[src/rtl/serial_adder.sv]
// Bit-serial ripple adder: one full-add step per clock, LSB first.
// The result is published on sum/carry only when the last bit completes.
module serial_adder #(
    parameter int WIDTH = 8
) (
    input  logic             clk,
    input  logic             rst,
    input  logic             start,
    input  logic [WIDTH-1:0] a,
    input  logic [WIDTH-1:0] b,
    input  logic             cin,
    output logic             busy,
    output logic             done,
    output logic [WIDTH-1:0] sum,
    output logic             carry
);

    localparam int CW = $clog2(WIDTH);
    localparam logic [CW-1:0] LAST = CW'(WIDTH - 1);

    localparam logic [1:0] IDLE = 2'd0;
    localparam logic [1:0] RUN  = 2'd1;
    localparam logic [1:0] DONE = 2'd2;

    logic [1:0]       state;
    logic [WIDTH-1:0] a_sh;
    logic [WIDTH-1:0] b_sh;
    logic             c;
    logic [WIDTH-1:0] psum;
    logic [CW-1:0]    cnt;

    logic             s;
    logic             c_next;
    logic [WIDTH-1:0] psum_next;

    assign s         = a_sh[0] ^ b_sh[0] ^ c;
    assign c_next    = (a_sh[0] & b_sh[0]) | (a_sh[0] & c) | (b_sh[0] & c);
    assign psum_next = {s, psum[WIDTH-1:1]};

    assign busy = (state == RUN);
    assign done = (state == DONE);

    always_ff @(posedge clk) begin
        if (rst) begin
            state <= IDLE;
            a_sh  <= '0;
            b_sh  <= '0;
            c     <= 1'b0;
            psum  <= '0;
            cnt   <= '0;
            sum   <= '0;
            carry <= 1'b0;
        end else begin
            case (state)
                IDLE: begin
                    if (start) begin
                        a_sh  <= a;
                        b_sh  <= b;
                        c     <= cin;
                        psum  <= '0;
                        cnt   <= '0;
                        state <= RUN;
                    end
                end
                RUN: begin
                    a_sh <= a_sh >> 1;
                    b_sh <= b_sh >> 1;
                    c    <= c_next;
                    psum <= psum_next;
                    cnt  <= cnt + CW'(1);
                    // Final bit: publish the completed word, including this step's sum bit.
                    if (cnt == LAST) begin
                        sum   <= psum_next;
                        carry <= c_next;
                        state <= DONE;
                    end
                end
                DONE: begin
                    state <= IDLE;
                end
                default: begin
                    state <= IDLE;
                end
            endcase
        end
    end

endmodule

[config.mk]
export PLATFORM = sky130hd
export DESIGN_NAME = serial_adder
export DESIGN_NICKNAME = d
export VERILOG_FILES = /design/src/rtl/serial_adder.sv
export SDC_FILE = /design/constraint.sdc
export NUM_CORES = 1
export LEC_CHECK = 0
export ABC_AREA = 1
export BUFFER_PORTS_ARGS = -buffer_cell sky130_fd_sc_hd__buf_2
export CORE_MARGIN = 5
export CORE_UTILIZATION = 54
export CTS_CLUSTER_DIAMETER = 80
export CTS_CLUSTER_SIZE = 12
export DETAILED_ROUTE_END_ITERATION = 6
export GPL_TIMING_DRIVEN = 1
export PLACE_DENSITY = 0.78
export RECOVER_POWER = 100
export SYNTH_ARGS = -nofsm -noshare
export SYNTH_HDL_FRONTEND = slang
export SYNTH_SLANG_ARGS = --single-unit
[constraint.sdc]
create_clock -name clk -period 1.8 [get_ports clk]
set_clock_uncertainty 0.2 [all_clocks]
set_input_delay 0.09 -clock clk [delete_from_list [all_inputs] [get_ports clk]]
set_output_delay 0.09 -clock clk [all_outputs]
set_load 0.02 [all_outputs]
# --- Word-level counts from Yosys, hierarchy flattened ---
# Cells that the tools add are included.
totals:
  out_inout_bits: 11
  rom_bits: 0
  ramBits: 0
  n_memories: 0
  word_cells: 39
  latchBits: 0
  reg_bits: 39
classes:
  mux: 13
  n_eq_ne: 5
  div: 0
  multipliers: 0
  shift: 0
  bitwise_logic: 7
  n_reduce_logical: 5
  add_sub_neg: 1
  n_lt_le_gt_ge: 0
ops:
  columns: ["cell", "count"]
  rows:
  - ["$pmux 8 s2", 3]
  - ["$mux 8", 3]
  - ["$pmux 3 s2", 1]
  - ["$reduce_and 2->1", 3]
  - ["$mux 2", 2]
  - ["$pmux 2 s2", 1]
  - ["$add 3x1->3 const B", 1]
  - ["$and 1x1->1", 3]
  - ["$eq 3x3->1 const B", 1]
  - ["$mux 3", 1]
  - ["$eq 2x1->1 const B", 1]
  - ["$eq 2x2->1 const B", 1]
  - ["$logic_not 2->1", 1]
  - ["$ne 2x1->1 const B", 1]
  - ["$ne 2x2->1 const B", 1]
  - ["$or 1x1->1", 2]
  - ["$pmux 1 s2", 1]
  - ["$reduce_bool 2->1", 1]
  - ["$xor 1x1->1", 2]
  - ["$mux 1", 1]

# --- Depth between registers and ports, before layout ---
# Gate-level depths: netlist of the first run.
logic_depth:
  word_depth: 4
  depth_mapped: 7
  mapped_depth_nobuf: 6

# --- Worst setup path before layout of the first run ---
# Ideal clock, no wire load.
synth_timing:
  path_type: "register -> register"
  start: "reg cnt[0]"
  end: "reg sum[0]"
  setup_time_ps: 113
  path_slack_ps: 380
  path_buffers: 1
  arrival_ps: 1108
  t_required_ps: 1487
  stages_incl_launch_ff: 8
  path_cell_list: "dfxtp_1 ha_1 ha_1 nand2_1 buf_2 nand2_1 nand2_1 nor2_1"
synth_between:
  elab_chain_cells: 2
synth_lines:
  columns: ["item", "line_no", "rtl"]
  rows:
  - ["start, declared", "30", "logic [CW-1:0] cnt;"]
  - ["start signal, assigned", "70", "cnt <= cnt + CW'(1);"]
  - ["$eq 3x3->1", "72", "if (cnt == LAST) begin"]
  - ["$reduce_and 2->1 (no line)", null, null]
  - ["end signal, assigned", "73", "sum <= psum_next;"]
  - ["end, declared", "14", "output logic [WIDTH-1:0] sum,"]
# No other way between the ends.
# A chain may end at the register's enable or synchronous reset.

# --- Final worst setup path of the first run ---
layout_timing:
  start: "reg state[0]"
  end: "out busy"
layout_between:
  elab_chain_cells: 1
layout_lines:
  columns: ["item", "line_no", "rtl"]
  rows:
  - ["start, declared", "25", "logic [1:0] state;"]
  - ["start signal, assigned", "45", "state <= IDLE;"]
  - ["start signal, assigned", "62", "state <= RUN;"]
  - ["start signal, assigned", "75", "state <= DONE;"]
  - ["$eq 2x1->1", "40", "assign busy = (state == RUN);"]
  - ["end, declared", "12", "output logic busy,"]
# No other way between the ends.

==> results.json, run 1 <==
{
  "run_status": "finished clean",
  "gp_congestion": 0.730,
  "start_util_pct": 56.3,
  "hold_end": "sum[6]",
  "cts.sinks": 38,
  "min_period_ns": 1.67,
  "p_sw_uw": 440,
  "yosysUniqueCellTypes": 18,
  "rrSetupSlack_ns": 0.14,
  "crit_buf_inv": 3,
  "synthXorXnorAreaFrac_pct": 0,
  "wl_per_cell_um": 10.8,
  "cts_buffers": 5,
  "topRoutingLayerUsed": "met4",
  "die_h_um": 66.4,
  "cts_root_buf": "clkbuf_4",
  "worstRegToRegCells": 4,
  "synth-compound-area-share_pct": 4.73,
  "drt-vias-per-instance": 4.65,
  "worstHoldPathCells": 2,
  "yosys_warnings": 0,
  "syn_inst": 254,
  "final_area_sq_um": 2150,
  "worstPathRequired_ns": 1.51,
  "die_w_um": 66.4,
  "power_frac_clock_pct": 28.1,
  "cp-start-kind": "flip-flop",
  "sequentialPowerShare_pct": 55.6,
  "fin_cells": 349,
  "postCtsSetupBuffers": 0,
  "cp_slowest_stage_delay_ns": 0.46,
  "tns_ns": 0,
  "synth_top_family_by_area": "simple AND/OR/NAND/NOR gates",
  "internal_power_mw": 1.19,
  "h-tree-depth": 2,
  "max-vdd-ir-drop_uv": 520,
  "final_common_cell": "nand2_1",
  "power_density_nw_per_um2": 760,
  "synthAdderAreaFrac_pct": 2.62,
  "ys_ff_latch": 38,
  "hold_viol_final": 0,
  "grt_pass1_wl_um": 6760,
  "io_pins": 31,
  "grt_pass1_vias": 1555,
  "wl_met2_um": 1860,
  "path_cells": "inv_1 -> nor2_2 -> buf_4 -> buf_2",
  "r2r-start": "state[0]",
  "critical_path.top_delay_family": "buffers and inverters",
  "finalSetupViolations": 0,
  "period_share_pct": 92.9,
  "min-delay-start": "psum[7]",
  "dieArea_sq_um": 4410,
  "p_sw_share_pct": 27.0,
  "rr_endpoint": "a_sh[7]",
  "grt_max_degree": 43,
  "synthMuxAreaShare_pct": 0,
  "rows": 20,
  "p_leak_nw": 1.04,
  "drtIter0Drc": 113,
  "tightest_slew_ns": 0.783,
  "ys_seq_area_share_pct": 44.3,
  "slew_violations": 0,
  "antenna_left": 0,
  "wl_met3_um": 188,
  "synth.top_cells.by_area": "dfxtp_1, nand2_1, nor2_1",
  "wl_met1_um": 1650,
  "grtUsageTotal_pct": 20.2,
  "slew_headroom_pct": 47.8,
  "p_total_mw": 1.63,
  "antenna_found_initial": 0,
  "p_comb_share_pct": 16.2,
  "hpwlAfterDp_um": 2290,
  "n_antenna_cell": 0,
  "cts_buffer_depth": 2,
  "crit_type": "reg -> out",
  "fp.coreArea_sq_um": 3050,
  "synth_area_sq_um": 1720,
  "cts_tree": "yes",
  "synth_top_area_share_pct": 44.3,
  "drc_errors": 0,
  "synth-simple-area-share_pct": 38.6,
  "overflow": 0,
  "place_area_sq_um": 1880,
  "crit_arrival_ns": 1.38,
  "io_buffers": 30,
  "dp_cells": 320,
  "cap_violations": 0,
  "routed_wl_um": 3760,
  "clk_pin_slew_worst_paths_ns": 0.11,
  "mostFrequentLayoutCells": "nand2_1, dfxtp_1, nor2_1, nand3_1",
  "nets": 327,
  "avgSynthCellArea_sq_um": 6.77,
  "path_max_fanout": 12,
  "layout-drive-gt1-share_pct": 12.8,
  "clk_latency_ns": 0.34,
  "syn_to_final_growth_pct": 24.8,
  "drt-pass1-iter-count": 4,
  "rsz0062_at_grt": "false",
  "min_path_type": "reg -> reg",
  "synthesis.nets": 277,
  "netlist.top_cell.by_area": "dfxtp_1",
  "timing.fmax_mhz": 598,
  "end_kind": "output pin",
  "fin_util_pct": 70.3,
  "via_count": 1624,
  "crit_slowest_cell": "dfxtp_1"
}
power by group through the flow:
stage               Combinational, mW  Sequential [mW]  Clock (mW)
global placement                0.225            0.925           0
CTS                             0.263            0.908       0.476
detailed placement              0.227            0.927           0
global route                    0.304            0.913       0.515
finish                          0.264            0.907       0.459
floorplan                       0.178            0.919           0
metrics by stage:
| stage | setup slack (ns) | hold WS [ns] |
|---|---|---|
| finish | 0.128 | 0.274 |
| global route | 0.00211 | 0.294 |
| CTS | 0.132 | 0.273 |
| detailed placement | 0.156 | 0.173 |
| global placement | 0.244 | 0.180 |
| floorplan | 0.380 | -0.0409 |
per-layer routing:
| metal | GRT usage, % | up-vias |
|---|---|---|
| met4 | 8.38 | 0 |
| met2 | 35.4 | 35 |
| met5 | 0 | - |
| met3 | 4.76 | 7 |
| met1 | 23.2 | 707 |
| li1 | - | 875 |
repair_timing:
item / in CTS / in global routing
hold buffers: 21 / 0
hold endpoints to repair: 28 / 0
endpoints found under the setup margin: 0 / 8
resized for setup: 0 / 1
synthesized netlist by cell type, drive strengths merged:
master	number
nor2	38
dfxtp	38
a21oi	12
ha	2
buf	12
inv	21
nand2	102
clkbuf	1
fa	1
o21ai	2
nand3	25
state kept, by name, summed over array words and instances (netlist names):
register and cells:
sum 8, carry 1, psum 7, a_sh 8, c 1, b_sh 8
cnt 3, state 2
cells by family (layout without fill, tap and decap cells):
family / after synthesis / count (layout)
compound gates: 14 / 14
fa+ha+maj: 3 / 3
simple gates: 165 / 165
flops: 38 / 38
buf+inv: 34 / 85
worst max-delay path by stage:
stage | start | slack, ns | end | depth (start not counted)
2_1_floorplan | cnt[0] | 0.38 | sum[0] | 7
3_3_place_gp | cnt[0] | 0.24 | sum[7] | 6
3_5_place_dp | cnt[0] | 0.16 | sum[5] | 6
4_1_cts | cnt[0] | 0.13 | sum[5] | 6
5_1_grt | state[0] | 0.002 | busy | 4
6_report | state[0] | 0.13 | busy | 4
layout make-up:
type / count / area [sq um]
Fill cell: 273 / 907
Multi-Input combinational cell: 182 / 792
Sequential cell: 38 / 761
Timing Repair Buffer: 56 / 399
Inverter: 21 / 78.8
Clock buffer: 7 / 55.1
Tap cell: 44 / 55.1
Clock inverter: 1 / 5.00
worst reg2reg max path, stage by stage, from the launching register on:
cell and delay (ns):
dfxtp_1 0.38, nor2_1 0.19, nand3_1 0.10, dlygate4sd3_1 0.58, a21oi_1 0.15
Note: power is estimated with default switching activity, not from simulation.
==> inputs of run 2 (changes only) <==
--- a/config.mk
+++ b/config.mk
@@ -8,13 +8,13 @@
 export ABC_AREA = 1
 export BUFFER_PORTS_ARGS = -buffer_cell sky130_fd_sc_hd__buf_2
 export CORE_MARGIN = 5
-export CORE_UTILIZATION = 54
+export CORE_UTILIZATION = 40
 export CTS_CLUSTER_DIAMETER = 80
 export CTS_CLUSTER_SIZE = 12
 export DETAILED_ROUTE_END_ITERATION = 6
 export GPL_TIMING_DRIVEN = 1
-export PLACE_DENSITY = 0.78
 export RECOVER_POWER = 100
+export REMOVE_ABC_BUFFERS = 1
 export SYNTH_ARGS = -nofsm -noshare
 export SYNTH_HDL_FRONTEND = slang
 export SYNTH_SLANG_ARGS = --single-unit
==> run 2 against run 1 <==
  * First-iteration DRC count increased by 8.0%
  * Total power up 9.0%
  * Critical path depth unchanged
  * Register-to-register slack got worse by 0.04 ns
  * Worst hold slack worse by 0.19 ns
  * Via count fell by 0.68%
  * Clock-buffer cell count did not move
  * Wire length rose by 0.13%
  * Sequential share of layout area shrank 0.97 points
  * Highest routed layer unchanged
  * Critical path type is now reg -> reg
==> results.json, run 2 (same netlist as run 1, synthesis figures left out) <==
{
  "grt_max_degree": 25,
  "min_period_ns": 1.70,
  "grtUsageTotal_pct": 14.9,
  "die_h_um": 75.6,
  "worstHoldPathCells": 4,
  "hold_end": "b_sh[4]",
  "min-delay-start": "start",
  "fin_cells": 359,
  "run_status": "finished clean",
  "drt-pass1-iter-count": 4,
  "wl_per_cell_um": 10.5,
  "cts_buffers": 5,
  "p_leak_nw": 1.07,
  "timing.fmax_mhz": 589,
  "clk_pin_slew_worst_paths_ns": 0.07,
  "cap_violations": 0,
  "drc_errors": 0,
  "clk_latency_ns": 0.28,
  "worstPathRequired_ns": 1.82,
  "cts_tree": "yes",
  "io_buffers": 30,
  "crit_type": "reg -> reg",
  "period_share_pct": 94.3,
  "routed_wl_um": 3760,
  "rrSetupSlack_ns": 0.10,
  "die_w_um": 75.6,
  "gp_congestion": 0.713,
  "end_kind": "flip-flop",
  "final_area_sq_um": 2220,
  "final_common_cell": "nand2_1",
  "path_max_fanout": 10,
  "fp.coreArea_sq_um": 4090,
  "cts.sinks": 38,
  "drt-vias-per-instance": 4.49,
  "antenna_found_initial": 0,
  "io_pins": 31,
  "drtIter0Drc": 122,
  "h-tree-depth": 2,
  "worstRegToRegCells": 4,
  "nets": 331,
  "place_area_sq_um": 1910,
  "syn_to_final_growth_pct": 29.0,
  "slew_violations": 0,
  "hpwlAfterDp_um": 2430,
  "cts_root_buf": "clkbuf_8",
  "overflow": 0,
  "max-vdd-ir-drop_uv": 416,
  "grt_pass1_wl_um": 6510,
  "power_density_nw_per_um2": 802,
  "rr_endpoint": "a_sh[7]",
  "rows": 23,
  "start_util_pct": 42.1,
  "finalSetupViolations": 0,
  "r2r-start": "state[0]",
  "via_count": 1613,
  "slew_headroom_pct": 69.8,
  "min_path_type": "in -> reg",
  "crit_arrival_ns": 1.72,
  "mostFrequentLayoutCells": "nand2_1, nor2_1, dfxtp_1, nand3_1, dlygate4sd3_1",
  "hold_viol_final": 0,
  "cp-start-kind": "flip-flop",
  "reg.largest.list": "a_sh: 8 flops, b_sh: 8 flops, sum: 8 flops",
  "cts_buffer_depth": 2,
  "dieArea_sq_um": 5710,
  "layout-drive-gt1-share_pct": 14.6,
  "n_antenna_cell": 0,
  "antenna_left": 0,
  "grt_pass1_vias": 1478,
  "dp_cells": 329,
  "tightest_slew_ns": 0.453
}
-- run 2: cell types whose count changed in the layout (fill, tap and decap cells not counted), moves of 2 or more --
cell,previous run,this run
clkbuf_4,5,0
clkbuf_1,10,12
dfxtp_1,38,35
clkbuf_8,1,6
clkbuf_2,0,2
dfxtp_2,0,3
-- run 2: worst max-delay path, stage by stage, from the launching register on --
cell           delay, ns
dfxtp_2             0.35
o21ai_4             0.30
nand2_1             0.12
a21oi_2             0.13
dlygate4sd3_1       0.55
-- run 2: where the power goes --
group | internal, mW | switching (mW) | leakage, nW
Sequential | 0.882 | 0.0241 | 0.312
Combinational | 0.122 | 0.144 | 0.710
Clock | 0.309 | 0.296 | 0.0482
Total | 1.31 | 0.465 | 1.07
-- run 2: worst max-delay path by stage --
stage,start,end
floorplan,state[0],carry
global placement,cnt[0],sum[7]
detailed placement,cnt[0],sum[1]
CTS,state[0],a_sh[7]
global route,cnt[0],sum[1]
finish,state[0],a_sh[7]
-- run 2: stage by stage --
step	total power [mW]	setup TNS [ns]	hold WS, ns	setup slack (ns)	utilization, %
2_1_floorplan	1.07	-3.04	-0.0409	-0.321	-
3_5_place_dp	1.16	0	0.168	0.196	46.8
6_report	1.78	0	0.0815	0.102	54.3
5_1_grt	1.86	-0.000380	0.112	-0.000380	54.3
4_1_cts	1.79	0	0.0686	0.0231	54.5
3_3_place_gp	1.16	0	0.167	0.227	46.8
-- run 2: metal layers --
metal | GRT usage, % | part of all wire, %
met5 | 0 | 0
met4 | 6.41 | 1.1
met3 | 2.77 | 4.4
met2 | 23.8 | 47
met1 | 19.8 | 48
-- run 2: cell type report --
| type | count | area [sq um] |
|---|---|---|
| fillers | 442 | 1870 |
| multi-input cells | 182 | 801 |
| flip-flops and latches | 38 | 764 |
| repair buffers | 60 | 419 |
| clock buffers | 7 | 86.3 |
| inverters | 21 | 78.8 |
| well taps | 50 | 62.6 |
| clock inverters | 1 | 5.00 |
-- run 2: what timing repair did --
action                     in CTS  in global routing
hold buffers                   22                  0
setup endpoints to repair       0                  9
buffers inserted                0                  1
gates resized for setup         0                  6
hold endpoints to repair       26                  0
